==> src/rtl/vote_pkg.sv <==
// Shared constants and helpers for the vote detector pipeline.
package vote_pkg;

  localparam logic VOTE_MINORITY = 1'b0;
  localparam logic VOTE_MAJORITY = 1'b1;

  // Width needed to hold a count of 0..n.
  function automatic int unsigned cnt_w(input int unsigned n);
    return $clog2(n + 1);
  endfunction

endpackage

==> src/rtl/vote_popcount.sv <==
// Combinational population count of an N_IN-bit vector.
module vote_popcount
  import vote_pkg::*;
#(
  parameter  int unsigned N_IN = 3,
  localparam int unsigned CW   = cnt_w(N_IN)
) (
  input  logic [N_IN-1:0] in_bits,
  output logic [CW-1:0]   count
);

  always_comb begin
    count = '0;
    for (int i = 0; i < int'(N_IN); i++) begin
      count = count + CW'(in_bits[i]);
    end
  end

endmodule

==> src/rtl/vote_detect_pipe.sv <==
// Two-stage minority/majority/tie detector with valid/ready handshakes and a debounce filter.
// Optional flagged-result statistics counter enabled by defining VOTE_STATS_EN.
module vote_detect_pipe
  import vote_pkg::*;
#(
  parameter  int unsigned N_IN    = 3,
  parameter  int unsigned PERSIST = 1,
  parameter  int unsigned CNT_W   = 16,
  localparam int unsigned CW      = cnt_w(N_IN)
) (
  input  logic            clk,
  input  logic            rst,
  input  logic            in_valid,
  output logic            in_ready,
  input  logic [N_IN-1:0] in_bits,
  input  logic            mode,
  output logic            out_valid,
  input  logic            out_ready,
  output logic            out_flag,
  output logic            out_tie,
  output logic [CW-1:0]   out_count,
`ifdef VOTE_STATS_EN
  input  logic            stat_clr,
  output logic [CNT_W-1:0] stat_flag_cnt,
`endif
  output logic            filt_flag
);

  localparam int unsigned WW = CW + 1;
  localparam int unsigned PW = 8;

  logic          s1_valid_q, s1_valid_d;
  logic [CW-1:0] s1_cnt_q, s1_cnt_d;
  logic          s1_mode_q, s1_mode_d;
  logic          out_valid_q, out_valid_d;
  logic          out_flag_q, out_flag_d;
  logic          out_tie_q, out_tie_d;
  logic [CW-1:0] out_count_q, out_count_d;
  logic          filt_q, filt_d;
  logic [PW-1:0] pcnt_q, pcnt_d;

  logic [CW-1:0] pop_cnt;
  logic          s1_load, s2_load, accept, out_hs;
  logic [WW-1:0] ones_x2, n_w;
  logic          is_min, is_maj, is_tie;

  vote_popcount #(
    .N_IN(N_IN)
  ) u_popcount (
    .in_bits(in_bits),
    .count  (pop_cnt)
  );

  // Bubble-collapsing control: a stage loads when empty or when its successor moves on.
  assign s2_load  = !out_valid_q || out_ready;
  assign s1_load  = !s1_valid_q || s2_load;
  assign in_ready = s1_load;
  assign accept   = in_valid && s1_load;
  assign out_hs   = out_valid_q && out_ready;

  assign ones_x2 = {s1_cnt_q, 1'b0};
  assign n_w     = WW'(N_IN);
  assign is_min  = ones_x2 < n_w;
  assign is_maj  = ones_x2 > n_w;
  assign is_tie  = ones_x2 == n_w;

  always_comb begin
    s1_valid_d = s1_valid_q;
    s1_cnt_d   = s1_cnt_q;
    s1_mode_d  = s1_mode_q;
    if (s1_load) begin
      s1_valid_d = accept;
      if (accept) begin
        s1_cnt_d  = pop_cnt;
        s1_mode_d = mode;
      end
    end
  end

  always_comb begin
    out_valid_d = out_valid_q;
    out_flag_d  = out_flag_q;
    out_tie_d   = out_tie_q;
    out_count_d = out_count_q;
    if (s2_load) begin
      out_valid_d = s1_valid_q;
      if (s1_valid_q) begin
        out_count_d = s1_cnt_q;
        out_tie_d   = is_tie;
        unique case (s1_mode_q)
          VOTE_MINORITY: out_flag_d = is_min;
          VOTE_MAJORITY: out_flag_d = is_maj;
        endcase
      end
    end
  end

  // Debounce: count consecutive disagreeing handshakes, flip once PERSIST is reached.
  always_comb begin
    filt_d = filt_q;
    pcnt_d = pcnt_q;
    if (out_hs) begin
      if (out_flag_q == filt_q) begin
        pcnt_d = '0;
      end else if (32'(pcnt_q) + 32'd1 >= PERSIST) begin
        filt_d = out_flag_q;
        pcnt_d = '0;
      end else begin
        pcnt_d = pcnt_q + PW'(1);
      end
    end
  end

  always_ff @(posedge clk or posedge rst) begin
    if (rst) begin
      s1_valid_q  <= 1'b0;
      s1_cnt_q    <= '0;
      s1_mode_q   <= 1'b0;
      out_valid_q <= 1'b0;
      out_flag_q  <= 1'b0;
      out_tie_q   <= 1'b0;
      out_count_q <= '0;
      filt_q      <= 1'b0;
      pcnt_q      <= '0;
    end else begin
      s1_valid_q  <= s1_valid_d;
      s1_cnt_q    <= s1_cnt_d;
      s1_mode_q   <= s1_mode_d;
      out_valid_q <= out_valid_d;
      out_flag_q  <= out_flag_d;
      out_tie_q   <= out_tie_d;
      out_count_q <= out_count_d;
      filt_q      <= filt_d;
      pcnt_q      <= pcnt_d;
    end
  end

  assign out_valid = out_valid_q;
  assign out_flag  = out_flag_q;
  assign out_tie   = out_tie_q;
  assign out_count = out_count_q;
  assign filt_flag = filt_q;

`ifdef VOTE_STATS_EN
  logic [CNT_W-1:0] stat_q, stat_d;

  // Clear has priority over a same-cycle increment; the count saturates at all-ones.
  always_comb begin
    stat_d = stat_q;
    if (stat_clr) begin
      stat_d = '0;
    end else if (out_hs && out_flag_q && !(&stat_q)) begin
      stat_d = stat_q + CNT_W'(1);
    end
  end

  always_ff @(posedge clk or posedge rst) begin
    if (rst) begin
      stat_q <= '0;
    end else begin
      stat_q <= stat_d;
    end
  end

  assign stat_flag_cnt = stat_q;
`else
  logic unused_cnt_w;
  assign unused_cnt_w = ^CNT_W;
`endif

endmodule
==> config.mk <==
export PLATFORM = sky130hd
export DESIGN_NAME = vote_detect_pipe
export DESIGN_NICKNAME = d
export VERILOG_FILES = /design/src/rtl/vote_pkg.sv /design/src/rtl/vote_popcount.sv /design/src/rtl/vote_detect_pipe.sv
export SDC_FILE = /design/constraint.sdc
export NUM_CORES = 1
export LEC_CHECK = 0
export ABC_AREA = 1
export ABC_CLOCK_PERIOD_IN_PS = 3420
export CAP_MARGIN = 10
export CORE_MARGIN = 5
export CORE_UTILIZATION = 52
export DETAILED_ROUTE_END_ITERATION = 10
export PLACE_DENSITY_LB_ADDON = 0.08
export SLEW_MARGIN = 20
export SYNTH_ARGS = -nofsm -noshare
export SYNTH_HDL_FRONTEND = slang
export SYNTH_HIERARCHICAL = 1
export SYNTH_SLANG_ARGS = --single-unit
==> constraint.sdc <==
create_clock -name clk -period 3.42 [get_ports clk]
set_input_delay 0.513 -clock clk [delete_from_list [all_inputs] [get_ports clk]]
set_output_delay 0.513 -clock clk [all_outputs]
set_load 0.005 [all_outputs]
Word-level counts from Yosys, hierarchy flattened
Index checks and enable logic that the tools add are counted.
Widths: inputs -> output; s select.
{"block": "word_totals", "register_bits": 17, "in_bits": 8, "out_inout_bits": 7, "elab_cells": 30}
{"block": "classes", "bitwise": 2, "addsub": 4, "n_eq_ne": 1, "n_reduce_logical": 9, "mux": 3, "n_lt_le_gt_ge": 3}
{"cell": "$mux 8", "n": 2}
{"cell": "$add 8x1->9 const B", "n": 1}
{"cell": "$ge 9x1->1 const B", "n": 1}
{"cell": "$add 8x1->8 const B", "n": 1}
{"cell": "$reduce_and 2->1", "n": 2}
{"cell": "$gt 3x2->1 const B", "n": 1}
{"cell": "$lt 3x2->1 const B", "n": 1}
{"cell": "$reduce_and 3->1", "n": 1}
{"cell": "$add 1x1->2", "n": 1}
{"cell": "$add 2x1->2", "n": 1}
{"cell": "$logic_and 1x1->1", "n": 2}
{"cell": "$logic_not 1->1", "n": 2}
{"cell": "$logic_or 1x1->1", "n": 2}
{"cell": "$not 1->1", "n": 2}
{"cell": "$pmux 1 s2", "n": 1}
{"cell": "$eq 1x1->1", "n": 1}

Longest topological paths before layout
{"block": "depth", "ltp_word": 5, "ltp_mapped": 10, "ltp_nobuf": 10}

Hierarchy
Netlist, hierarchy kept.
{"mod": "vote_detect_pipe", "area_per_inst_um2": 733.2, "n_inst": 1, "seq_area_each_um2": 425.4, "cells_each": 77}
{"mod": "vote_popcount", "area_per_inst_um2": 20.0, "n_inst": 1, "seq_area_each_um2": 0.0, "cells_each": 1}

Worst setup path before layout
OpenSTA, ideal clock, no wires.
{"block": "synth_path", "kind": "input -> register", "from": "input port in_bits[0]", "to": "register s1_cnt_q[1]", "setup_slack_ps": 2127, "stages": 2, "path_buffers": 0, "t_arrival_ps": 1168, "setup_ps": 125, "required_time_ps": 3295, "path_cell_list": "fa_1 mux2_4"}
{"block": "synth_between", "elab_chain_len": 2}
{"element": "start, declared", "line_no": "vote_detect_pipe.sv:15", "text": "input logic [N_IN-1:0] in_bits,"}
{"element": "$add 1x1->2", "line_no": "vote_popcount.sv:15", "text": "count = count + CW'(in_bits[i]);"}
{"element": "$add 2x1->2", "line_no": "vote_popcount.sv:15"}
{"element": "end signal, assigned", "line_no": "vote_detect_pipe.sv:127", "text": "s1_cnt_q <= s1_cnt_d;"}
{"element": "end, declared", "line_no": "vote_detect_pipe.sv:33", "text": "logic [CW-1:0] s1_cnt_q, s1_cnt_d;"}
Every way passes these cells.
A chain may end at the register's enable or synchronous reset.

Worst setup path in the final report
{"block": "layout_path", "from": "input port out_ready", "to": "output port in_ready"}
{"block": "layout_between", "elab_chain_len": 2}
{"element": "start, declared", "line_no": "vote_detect_pipe.sv:18", "text": "input logic out_ready,"}
{"element": "$logic_or 1x1->1", "line_no": "vote_detect_pipe.sv:55", "text": "assign s2_load = !out_valid_q || out_ready;"}
{"element": "$logic_or 1x1->1", "line_no": "vote_detect_pipe.sv:56", "text": "assign s1_load = !s1_valid_q || s2_load;"}
{"element": "end, declared", "line_no": "vote_detect_pipe.sv:14", "text": "output logic in_ready,"}
Every way passes these cells.

==> results by stage <==
Placed design:
- The placed wire-length estimate after detailed placement is 873 microns.
- The weighted congestion reported at the end of routability-driven placement is 0.695.
- Once placement completed, the tool counted placed cells totaling 105.
- Buffers placed on the I/O ports in this run total 13.

Floorplanning:
- The die height is 48.1 microns.
- The floorplan step defined a die boundary enclosing 2310 sq um.
- The top-level port count is 15.
- The floorplan has 13 rows.
- The die is 48.1 microns wide.
- The initial utilization of the core area, before any placement, comes to 0.565.
- The area of the core region is 1330 sq um.

Min path:
- The type of the tightest min-delay check is reg2reg.

Pwr:
- The worst supply voltage drop on vdd is 0.000285 V.
- Dividing total power by cell area gives a power density of 510 nW/um^2.
- The static leakage power is 0.461 nW.

Timing:
- The final hold violation count is 0.
- The setup TNS is 0 ns.
- The final period utilization is 0.634.
- Headroom to the max-slew limit came out at 0.586.
- Setup repair after global routing left no endpoint under its margin.
- The fmax is 462 MHz.
- The post-route clock skew is 0.00739 ns.
- At the pin with the least slew margin, the transition time is 0.620 ns.
- The number of slew-limit violations in the final report is 0.
- The tightest hold path in the finished design has a slack of 0.498 ns.
- Setup violations remaining at the end of the flow were counted as 0.
- Subtracting the final worst setup slack from the clock period gives 2.17 ns.

Worst setup path:
- Counting both buffers and inverters, the worst setup path holds a total of 3.
- Traced cell by cell, the critical path runs through clkdlybuf4s50_1, inv_1, nand3_2, clkdlybuf4s50_1.
- The worst setup path is captured at a primary output.
- The cell with the largest stage delay on the worst path is sky130_fd_sc_hd__clkdlybuf4s50_1.
- The kind of launch point of the worst setup path is a primary input.
- The category of cells accounting for the largest share of critical-path delay is buffers and inverters.
- The data arrival time of the critical path is 1.65 ns.
- The largest fanout of any net on the critical path is 3.
- Among the stages of the critical path, the cell type that occurs most often is sky130_fd_sc_hd__clkdlybuf4s50_1.
- For this run, the slowest stage of the critical path takes 0.51 ns.
- The setup path with the least slack is of type in2out.
- For the worst setup path, the data required time is 2.91 ns.

Synth:
- After synthesis, the cell types taking the most area are sky130_fd_sc_hd__dfrtp_1, sky130_fd_sc_hd__nor2_1, sky130_fd_sc_hd__inv_1, sky130_fd_sc_hd__mux2_4, sky130_fd_sc_hd__nand2_1.
- The synthesized netlist net count is 89.
- The number of different library cells used by synthesis comes to 17.
- Synthesis produced a netlist whose cell count is 78.
- The sequential fraction of the synthesis area is 0.565.
- Dividing the synthesized area by the synthesized cell count gives 9.66 sq um.
- The mapped netlist covers 753 sq um.
- The number of warnings printed during yosys synthesis is 6.
- The cell taking the most area after synthesis is sky130_fd_sc_hd__dfrtp_1.
- Synthesis inferred 17 register bits.
- Of the post-synthesis cell area, the dominant cell type holds 0.565.

Clocking:
- In this run the number of H-tree levels came out at 1.
- The total clock sinks is 17.
- Clock-pin slew was measured on the worst setup and hold paths at 0.10 ns.
- Clock tree synthesis inserted a total of 3 buffers.
- At the later pin of the worst-skew pair, clock insertion delay measures 0.28 ns.
- The tree is rooted in a sky130_fd_sc_hd__clkbuf_4.
- The number of post-CTS setup repair buffers is 0.
- The clock passes through at most 2 buffers.
- TritonCTS built the clock tree.
- The number of buffers added to fix hold violations after cts is 0.
- After clock tree synthesis, the repair step resized 0 gates.

GRT:
- The number of antenna violations at the first check in global routing came to 0.
- The all-layer global routing usage is 0.119.
- The global routing met3 resource utilization is 0.0376.
- The most congested layer reported by global routing is met2.
- The first global-routing pass estimated 1900 microns of wire.
- The global route total overflow is 0.
- The largest net degree at the start of global routing is 18.
- In the global route stage, met1 resource usage came out at 0.154.
- The number of global-route vias before repair is 467.
- For met2 alone, demand over resource in global routing was 0.185.

Route:
- The routed via count is 503.
- Dividing the detail-routed wire length by the instance count gives 10.2 microns.
- In this run the remaining antenna-violating nets after routing total 0.
- The initial DRC count is 4.
- The average via count per standard cell is 4.61.
- The remaining routing DRC violations is 0.
- The first TritonRoute pass finished after 4 iterations.
- The aggregate routed wire length is 1110 microns.

Layout:
- The number of diodes added for antenna fixing is 0.
- The net count reported at finish is 106.
- The leading cell type in the layout, fill and taps excluded is sky130_fd_sc_hd__dfrtp_1.
- The post-layout instance count excluding filler cells is 109.
- The fraction of layout cells with a size suffix above 1 is 0.0957.
- Leaving out fill and tap cells, the most frequent cells in the layout are sky130_fd_sc_hd__dfrtp_1, sky130_fd_sc_hd__nor2_1, sky130_fd_sc_hd__inv_1.
- Relative to the synthesized area, the layout overhead comes to 22.3%.
- The final-layout fill cell count is 110.

Run:
- The tool flagged a number of max-cap violations equal to 0.

Run status:
- The flow ran to the end, and the final reports show no timing, DRC or antenna violations.
==> stage by stage <==
stage / utilization / power, W / area, sq um / setup WS (ns)
CTS: 0.690 / 0.000479 / 921 / 1.25
finish: 0.690 / 0.000470 / 921 / 1.25
global placement: 0.671 / 0.000372 / 895 / 1.26
floorplan: - / 0.000309 / 753 / 2.13
detailed placement: 0.671 / 0.000375 / 895 / 1.25
global route: 0.690 / 0.000500 / 921 / 1.20
==> tightest hold or removal path: stages, from the launching register on <==
cell                      delay, ns
sky130_fd_sc_hd__dfrtp_1       0.39
sky130_fd_sc_hd__inv_1         0.05
sky130_fd_sc_hd__nor2_1        0.04
==> synthesized netlist by cell type <==
cell and instances:
sky130_fd_sc_hd__a21oi_1 2, sky130_fd_sc_hd__buf_4 1, sky130_fd_sc_hd__clkinv_1 1, sky130_fd_sc_hd__conb_1 1, sky130_fd_sc_hd__dfrtp_1 17, sky130_fd_sc_hd__fa_1 1
sky130_fd_sc_hd__ha_1 2, sky130_fd_sc_hd__inv_1 15, sky130_fd_sc_hd__mux2_4 3, sky130_fd_sc_hd__nand2_1 12, sky130_fd_sc_hd__nand2_2 1, sky130_fd_sc_hd__nand2_4 1
sky130_fd_sc_hd__nand3_1 1, sky130_fd_sc_hd__nand3_2 1, sky130_fd_sc_hd__nor2_1 16, sky130_fd_sc_hd__o21ai_0 2, sky130_fd_sc_hd__xor2_1 1
==> power by group <==
group          internal (W)  switching [W]
combinational     0.0000728      0.0000461
clock             0.0000452      0.0000565
sequential         0.000230      0.0000190
total              0.000348       0.000122
==> final cells by class <==
| cell class | instances | area [sq um] | area share |
|---|---|---|---|
| flip-flops and latches | 17 | 425 | 0.462 |
| repair buffers | 13 | 130 | 0.141 |
| clock buffers | 4 | 26.3 | 0.0285 |
| inverters | 16 | 60.1 | 0.0652 |
| multi-input cells | 44 | 260 | 0.283 |
| well taps | 15 | 18.8 | 0.0204 |
==> routing by layer <==
| metal | up-vias | routed length [microns] |
|---|---|---|
| li1 | 260 | - |
| met1 | 229 | 506 |
| met2 | 12 | 527 |
| met3 | 2 | 64 |
| met4 | 0 | 12 |
| met5 | - | 0 |
==> kinds of logic (layout without fill, tap and decap cells) <==
logic type / Yosys count / after routing / share of synthesized area
flops: 17 / 17 / 0.565
mux: 3 / 3 / 0.0598
simple gates: 32 / 32 / 0.183
compound gates: 4 / 4 / 0.0266
xor+xnor: 1 / 1 / 0.0116
other cells: 1 / 1 / 0.00498
buf+inv: 17 / 33 / 0.0897
fa+ha+maj: 3 / 3 / 0.0598
==> final timing paths <==
path / start / slack [ns] / cells past startpoint / to
min in group asynchronous: rst / 0.60 / 2 / s1_mode_q$_DFFE_PP0P_
worst max-delay path: out_ready / 1.25 / 4 / in_ready
worst min-delay path: pcnt_q[5]$_DFFE_PP0P_ / 0.50 / 2 / pcnt_q[5]$_DFFE_PP0P_
worst min register to register: pcnt_q[5]$_DFFE_PP0P_ / 0.50 / 2 / pcnt_q[5]$_DFFE_PP0P_
max in group asynchronous: rst / 2.42 / 2 / s1_valid_q$_DFFE_PP0N_
worst max register to register: pcnt_q[0]$_DFFE_PP0P_ / 2.11 / 10 / filt_flag$_DFFE_PP0P_
==> flip-flops by register name, summed over array words and instances, names as in the netlist <==
signal	count
filt_flag	1
out_count	2
out_flag	1
out_valid	1
pcnt_q	8
s1_cnt_q	2
s1_mode_q	1
s1_valid_q	1
Note: power is estimated with default switching activity, not from simulation.
